## config.mk

```make
export PLATFORM = sky130hd
export DESIGN_NAME = pipe_ctrl
export DESIGN_NICKNAME = d
export VERILOG_FILES = /design/src/rtl/pipe_ctrl_pkg.sv /design/src/rtl/pipe_ctrl_sat_counter.sv /design/src/rtl/pipe_ctrl.sv
export SDC_FILE = /design/constraint.sdc
export NUM_CORES = 1
export LEC_CHECK = 0
export BUFFER_PORTS_ARGS = -buffer_cell sky130_fd_sc_hd__buf_4
export CAP_MARGIN = 20
export CORE_ASPECT_RATIO = 1.4
export CORE_MARGIN = 2
export CORE_UTILIZATION = 49
export DETAILED_ROUTE_END_ITERATION = 10
export GPL_TIMING_DRIVEN = 0
export PLACE_DENSITY = 0.72
export SKIP_LAST_GASP = 1
export SLEW_MARGIN = 20
export SYNTH_ARGS = -nofsm -noshare
export SYNTH_HDL_FRONTEND = slang
export SYNTH_HIERARCHICAL = 1
export SYNTH_SLANG_ARGS = --single-unit
```

## constraint.sdc

```tcl
create_clock -name clk -period 2.2 [get_ports clk]
set_input_delay 0.22 -clock clk [delete_from_list [all_inputs] [get_ports clk]]
set_output_delay 0.22 -clock clk [all_outputs]
set_load 0.02 [all_outputs]
```

## src/rtl/pipe_ctrl_pkg.sv

```systemverilog
// Shared types for the pipeline stall/flush sequencer: FSM state encoding,
// the per-stage control bundle and the hazard-combining rule.
package pipe_ctrl_pkg;

    typedef enum logic [1:0] {
        START    = 2'd0,
        RUN      = 2'd1,
        MEM_WAIT = 2'd2,
        FAULT    = 2'd3
    } pc_state_e;

    typedef struct packed {
        logic stall_f;
        logic stall_d;
        logic stall_e;
        logic stall_m;
        logic flush_d;
        logic flush_e;
        logic flush_m;
        logic flush_w;
    } stall_flush_t;

    localparam int WAIT_CNT_W = 8;

    // Bit order follows the struct: stall_f..stall_m, flush_d..flush_w.
    localparam stall_flush_t SF_NONE   = 8'b0000_0000;
    localparam stall_flush_t SF_FREEZE = 8'b1111_0001;
    localparam stall_flush_t SF_START  = 8'b1000_1111;

    function automatic stall_flush_t hazard_ctrl(
        input logic ldstall,
        input logic pc_wr,
        input logic br_taken
    );
        stall_flush_t c;
        c         = SF_NONE;
        c.stall_f = ldstall | pc_wr;
        c.stall_d = ldstall;
        c.flush_e = ldstall | br_taken;
        c.flush_d = pc_wr | br_taken;
        return c;
    endfunction

endpackage

```

## src/rtl/pipe_ctrl_sat_counter.sv

```systemverilog
// Saturating up-counter: increments on inc and sticks at all-ones.
module sat_counter #(
    parameter int W = 16
) (
    input  logic         clk,
    input  logic         rst,
    input  logic         inc,
    output logic [W-1:0] count
);

    logic [W-1:0] count_q;
    logic [W-1:0] count_d;

    always_comb begin
        count_d = count_q;
        if (inc && (count_q != '1)) begin
            count_d = count_q + 1'b1;
        end
    end

    always_ff @(posedge clk or posedge rst) begin
        if (rst) begin
            count_q <= '0;
        end else begin
            count_q <= count_d;
        end
    end

    assign count = count_q;

endmodule

```

## src/rtl/pipe_ctrl.sv

```systemverilog
// Stall/flush sequencer for the five-stage core: combines hazard requests,
// freezes the pipe on data-memory misses and recovers from memory timeouts.
module pipe_ctrl
    import pipe_ctrl_pkg::*;
#(
    parameter int MEM_TIMEOUT = 16,
    parameter int CNT_W       = 16
) (
    input  logic             clk,
    input  logic             reset,
    input  logic             ldstall_req,
    input  logic             pc_wr_pending,
    input  logic             branch_taken_e,
    input  logic             mem_req_m,
    input  logic             mem_ack_m,
    output logic             stall_f,
    output logic             stall_d,
    output logic             stall_e,
    output logic             stall_m,
    output logic             flush_d,
    output logic             flush_e,
    output logic             flush_m,
    output logic             flush_w,
    output logic             mem_fault,
    output logic [CNT_W-1:0] stall_cycles
);

    localparam logic [WAIT_CNT_W-1:0] TIMEOUT_CNT = WAIT_CNT_W'(MEM_TIMEOUT);
    localparam logic [WAIT_CNT_W-1:0] WAIT_ONE    = WAIT_CNT_W'(1);

    pc_state_e              state_q, state_d;
    logic [WAIT_CNT_W-1:0]  wait_cnt_q, wait_cnt_d;
    stall_flush_t           ctrl;
    logic                   fault_pulse;

    always_comb begin
        state_d     = state_q;
        wait_cnt_d  = wait_cnt_q;
        ctrl        = SF_NONE;
        fault_pulse = 1'b0;
        unique case (state_q)
            START: begin
                ctrl    = SF_START;
                state_d = RUN;
            end
            RUN: begin
                if (mem_req_m && !mem_ack_m) begin
                    ctrl       = SF_FREEZE;
                    state_d    = MEM_WAIT;
                    wait_cnt_d = WAIT_ONE;
                end else begin
                    ctrl = hazard_ctrl(ldstall_req, pc_wr_pending, branch_taken_e);
                end
            end
            MEM_WAIT: begin
                // An ack on the timeout cycle still completes the access.
                if (mem_ack_m) begin
                    ctrl    = hazard_ctrl(ldstall_req, pc_wr_pending, branch_taken_e);
                    state_d = RUN;
                end else if (wait_cnt_q == TIMEOUT_CNT) begin
                    ctrl    = SF_FREEZE;
                    state_d = FAULT;
                end else begin
                    ctrl       = SF_FREEZE;
                    wait_cnt_d = wait_cnt_q + 1'b1;
                end
            end
            FAULT: begin
                ctrl        = SF_START;
                fault_pulse = 1'b1;
                state_d     = RUN;
            end
            default: begin
                ctrl    = SF_START;
                state_d = START;
            end
        endcase
    end

    always_ff @(posedge clk or posedge reset) begin
        if (reset) begin
            state_q    <= START;
            wait_cnt_q <= '0;
        end else begin
            state_q    <= state_d;
            wait_cnt_q <= wait_cnt_d;
        end
    end

    assign stall_f   = ctrl.stall_f;
    assign stall_d   = ctrl.stall_d;
    assign stall_e   = ctrl.stall_e;
    assign stall_m   = ctrl.stall_m;
    assign flush_d   = ctrl.flush_d;
    assign flush_e   = ctrl.flush_e;
    assign flush_m   = ctrl.flush_m;
    assign flush_w   = ctrl.flush_w;
    assign mem_fault = fault_pulse;

    sat_counter #(
        .W(CNT_W)
    ) u_stall_cnt (
        .clk  (clk),
        .rst  (reset),
        .inc  (ctrl.stall_f),
        .count(stall_cycles)
    );

endmodule

```

# After elaboration in Yosys (flattened, before gate mapping)

Index checks and enable logic that the tools add are counted.

Logic and storage cells: 37
Bits in latches: 0
Bits in registers: 26
Memories: 0
Memory bits (writable): 0
Input bits: 7
Bits in read-only memories: 0

Div/mod/pow operators: 0
Multipliers: 0
Shift operators: 0
Add/sub/neg operators: 2
$lt $le $gt $ge: 0
Eq/ne operators: 9
Multiplexer cells: 12
Reductions and logical operators: 8
Bitwise operators: 3

Operators by type and width:

| cell                                                                   | number |
|---|---|
| 8-bit 2-to-1 mux                                                       | 5 |
| 8-bit case mux with 3 select lines                                     | 1 |
| 16-bit by 1-bit adder with 16-bit output (second input constant)       | 1 |
| 16-bit != test (second input constant)                                 | 1 |
| 8-bit case mux with 2 select lines                                     | 1 |
| 8-bit by 1-bit adder with 8-bit output (second input constant)         | 1 |
| 8-bit by 5-bit equality test with 1-bit output (second input constant) | 1 |
| 2-bit 2-to-1 mux                                                       | 3 |
| 2-bit != test (second input constant)                                  | 3 |
| 2-bit case mux with 3 select lines                                     | 1 |
| 2-bit equality test (second input constant)                            | 2 |
| 4-bit AND reduction                                                    | 1 |
| 3-bit != test (second input constant)                                  | 1 |
| 1-bit bitwise OR                                                       | 3 |
| 2-bit by 1-bit equality test with 1-bit output (second input constant) | 1 |
| 1-bit logical AND                                                      | 2 |
| 2-bit zero test                                                        | 1 |
| 2-bit AND reduction                                                    | 1 |
| 2-bit nonzero test                                                     | 1 |
| 2-bit OR reduction                                                     | 1 |
| 1-bit zero test                                                        | 1 |
| 1-bit 2-to-1 mux                                                       | 1 |

# Logic depth before layout (Yosys ltp)

Word-level depth: 5
Mapped depth: 9

# Hierarchy

Netlist, hierarchy kept.

Modules (own cells, without submodules):

| module      | instances | cells each | area an instance (um2) |
|---|---|---|---|
| sat_counter | 1         | 71         | 805.8 |
| pipe_ctrl   | 1         | 85         | 745.7 |

# Worst setup path after synthesis

OpenSTA, ideal clock, no wires.

Path type: flip-flop to flip-flop
Start: register state_q[0]
End: register u_stall_cnt.count_q[14] (netlist: u_stall_cnt/count[14])
Setup slack: -0.316 ns
Data arrival time: 2.392 ns
Path buffers: 0
Setup time: 0.125 ns
Cell stages (with the launch flop): 10
Period minus slack after synthesis: 2.516 ns
Cells stage by stage: dfrtp_1 inv_1 ha_1 a2bb2oi_1 nor3_1 nor2_1 and4_1 nand3_1 nor2_1 mux2_2

Cells in the longest elaborated chain, start to end: 4
Elaborated cells on any way between the ends: 7
Those cells by class: 3 x eq/ne; 1 x mux; 3 x reduce/logical

Ends and longest elaborated chain:

| what                                                   | line                        | text |
|---|---|---|
| start: declaration                                     | pipe_ctrl.sv:31             | `pc_state_e state_q, state_d;` |
| start signal: assignment                               | pipe_ctrl.sv:85             | `state_q <= state_d;` |
| 2-bit equality test or 2-bit zero test (tied branches) | pipe_ctrl.sv:41             | `unique case (state_q)` |
| 2-bit OR reduction (no line)                           | --                          |  |
| 8-bit case mux with 3 select lines *                   | pipe_ctrl.sv:41             |  |
| via stall_f                                            | pipe_ctrl.sv:16             | `output logic stall_f,` |
| 1-bit logical AND *                                    | pipe_ctrl_sat_counter.sv:16 | `if (inc && (count_q != '1)) begin` |
| end signal: assignment                                 | pipe_ctrl_sat_counter.sv:25 | `count_q <= count_d;` |
| end: declaration                                       | pipe_ctrl_sat_counter.sv:11 | `logic [W-1:0] count_q;` |

Mark *: on every way through the listed nets, which the timed path passes. The rest lies on a longest branch.
A chain may end at the register's enable or synchronous reset.

# Worst setup path after layout

Start: register state_q[1]
End: output stall_m

Cells in the longest elaborated chain, start to end: 3
Elaborated cells on any way between the ends: 6
Those cells by class: 3 x eq/ne; 1 x mux; 2 x reduce/logical

Ends and longest elaborated chain:

| what                                                   | line            | text |
|---|---|---|
| 2-bit equality test or 2-bit zero test (tied branches) | pipe_ctrl.sv:41 |  |
| 2-bit OR reduction (no line)                           | --              |  |
| 8-bit case mux with 3 select lines *                   | pipe_ctrl.sv:41 |  |
| end: declaration                                       | pipe_ctrl.sv:19 | `output logic stall_m,` |

Every way passes the cells marked *; elsewhere a longest branch is shown, timed or not.

==> run_results.csv <==
group,metric,value,unit
global_route,first_global_vias,1295,
critical_path,cp_top_family,"buffers and inverters",
logic_synthesis,synthesis.nets,169,
die,die_w,51.6,um
global_route,overflow,0,
sta,max_freq,472,MHz
logic_synthesis,yosysUniqueCellTypes,43,
logic_synthesis,yosys_most_used_dff,"dfrtp_1",
logic_synthesis,yosysWarnings,6,
detailed_routing,dr_total_vias,1346,
critical_path,crit_type,"flop to output port",
global_route,grt_max_degree,17,
clocking,clkTransAtPathRegs,0.09,ns
finish,fin_nets,208,
die,coreArea,3060,um^2
logic_synthesis,seq_area_frac_synth,41.9,%
detailed_routing,drc,0,
critical_path,arrival,1.90,ns
global_route,grt_first_pass_wirelength,5750,um
critical_path,path_max_fanout,7,
clocking,cts-htree-levels,1,
sta,relSlewSlack,59.0,%
sta,finalClockSkew,0.00375,ns
logic_synthesis,synth_top_area_share,41.9,%
die,io_pins,32,
critical_path,required,1.98,ns
run_status,status,"finished clean",
sta,worst_pin_slew,0.615,ns
die,initial_core_util,50.7,%
place,hpwl,2690,um
clocking,cts_tree,"done",
clocking,clock-root-buffer,"clkbuf_8",
finish,diodes,0,
sta,final_max_slew_viol_count,0,
global_route,grt_antenna_before_repair,0,
critical_path,endpoint_kind,"output port",
die,rows,24,
sta,fin_crit,2.12,ns
logic_synthesis,synth_area_per_cell,9.95,um^2
logic_synthesis,synthArstFlopShare,100,%
logic_synthesis,synth.area.mux_share,4.03,%
detailed_routing,wl,3570,um
place,place.gp.congestion,0.818,
flow_run,cap_violations,0,
detailed_routing,ant_nets,0,
detailed_routing,drt-initial-drc-count,46,
die,die_h,70.6,um
logic_synthesis,synthAdderAreaFrac,4.84,%
pwr,ir_drop,0.000715,V
finish,area_delta_synth_final,25.8,%
logic_synthesis,netlist_area,1550,um^2
critical_path,path_cells,"inv_1, ha_2, mux2i_1, or2_4, inv_1, buf_4, buf_4",
sta,setup_viol,0,
logic_synthesis,synth-edff-count,0,
critical_path,slowest_delay,0.43,ns
sta,finalCritPeriodShare,96.3,%
detailed_routing,viasPerCell,5.78,
finish,drive_above_1_share,30.4,%
hold_path,hold_path.class,"input port to flop",
critical_path,startpoint_type,"flop",
logic_synthesis,synthXorXnorAreaFrac,6.21,%
logic_synthesis,synth_top_family_by_area,"simple AND/OR/NAND/NOR gates",
die,dieArea,3640,um^2
logic_synthesis,syn-instance-count,156,
global_route,grt_use_total,20.3,%
detailed_routing,dr.pass1.iters,4,
logic_synthesis,synth_compound_area_share,12.8,%
logic_synthesis,synth_commonest_cells,"dfrtp_1, inv_1, nand2_1, nand3_1, xnor2_1",
sta,rsz0062_at_grt,"true",
sta,whs,0.341,ns
clocking,clock_path_buffers,2,
logic_synthesis,ys_ff_latch,26,
critical_path,crit_buf_inv,4,
critical_path,slowest_stage,"dfrtp_1",
logic_synthesis,synthSimpleGateAreaFrac,26.7,%
clocking,cts_sinks,26,
place,portBuffers,31,
logic_synthesis,synthTopCellsByArea,"dfrtp_1, xnor2_1, ha_1",
logic_synthesis,yosys.area.top_type,"dfrtp_1",
pwr,powerDensity,1080,nW/um^2
pwr,power.total,0.00211,W
pwr,leakagePower,0.923,nW
detailed_routing,wl_per_cell,15.3,um
logic_synthesis,synth.most_common_cell,"dfrtp_1",
sta,hold_viol,0,
clocking,clk_latency,0.27,ns
clocking,numCtsBuffers,3,
[state kept, by name, summed over array words and instances (netlist names)]
signal and flops:
u_stall_cnt/count 16, wait_cnt_q 8, state_q 2
[worst reg2reg max path, stage by stage (launching register included)]
cell and delay (ns):
dfrtp_1 0.39, inv_1 0.09, ha_4 0.29, a2bb2oi_2 0.12
nor3_1 0.06, nor2_2 0.16, and4_4 0.28, nand3_2 0.10
nor2_1 0.14, mux2_2 0.35
[logic make-up after synthesis]
| kind of cell | Yosys count |
|---|---|
| adder cells (fa/ha/maj) | 6 |
| XOR/XNOR | 11 |
| AND/OR/NAND/NOR | 66 |
| buffers and inverters | 13 |
| AO/OA/AOI/OAI | 28 |
| multiplexers | 6 |
| flip-flops | 26 |
[worst paths after layout]
path	start	to	slack (ns)	cells after the start
worst min-delay path	mem_ack_m	state_q[1]	0.34	3
max in group asynchronous	reset	u_stall_cnt/count[9]	1.21	3
worst max-delay path	state_q[1]	stall_m	0.08	7
min in group asynchronous	reset	state_q[1]	0.50	3
worst max register to register	state_q[0]	u_stall_cnt/count[14]	0.11	9
worst min register to register	u_stall_cnt/count[15]	u_stall_cnt/count[15]	0.51	1
[cell type report]
type                    count  area (um^2)
multi-input cells         117          886
repair buffers             34          258
inverters                  11         41.3
clock buffers               4         55.1
well taps                  39         48.8
fillers                   286         1110
plain buffers               2         12.5
flip-flops and latches     26          651
[cell usage in the layout (no fill, tap or decap), types with 4 or more instances in the layout]
cell,instances
dfrtp_1,26
xnor2_1,11
o21ai_0,5
nand3_1,9
and3_1,6
ha_1,4
buf_4,34
nand2_1,11
clkbuf_8,4
nand4_1,6
a21oi_1,8
inv_1,11
nor2_1,8
mux2i_1,4
[power by group]
part           switching, W  internal [W]  leakage (nW)
combinational      0.000590      0.000497         0.553
clock              0.000150      0.000160        0.0288
sequential         0.000136      0.000575         0.340
total              0.000876       0.00123         0.923
[timing repair]
action | CTS | global route
hold buffers | 1 | 0
pin swaps | 1 | 0
cloned | 0 | 0
hold endpoints to repair | 10 | 0
buffers inserted | 2 | 0
endpoints found under the setup margin | 2 | 4
gates resized for setup | 1 | 3
[through the flow]
| step | utilization (%) | worst slack (ns) | instance area, um^2 | setup TNS [ns] | instances |
|---|---|---|---|---|---|
| finish | 63.7 | 0.0825 | 1950 | 0 | 233 |
| global placement | 60.6 | -0.0131 | 1860 | -0.0131 | 226 |
| CTS | 63.3 | 0.0196 | 1940 | 0 | 233 |
| global route | 63.7 | -0.0323 | 1950 | -0.0323 | 233 |
| floorplan | - | 0.00103 | 1570 | 0 | 156 |
| detailed placement | 60.6 | -0.0446 | 1860 | -0.0446 | 226 |
[routing by layer]
metal	vias to the layer above	GRT usage, %	share of wire (%)
li1	640	-	-
met3	4	2.74	3.9
met1	656	22.8	39
met2	46	38.9	56
met5	-	0	0
met4	0	4.97	1.0
Note: power is estimated with default switching activity, not from simulation.
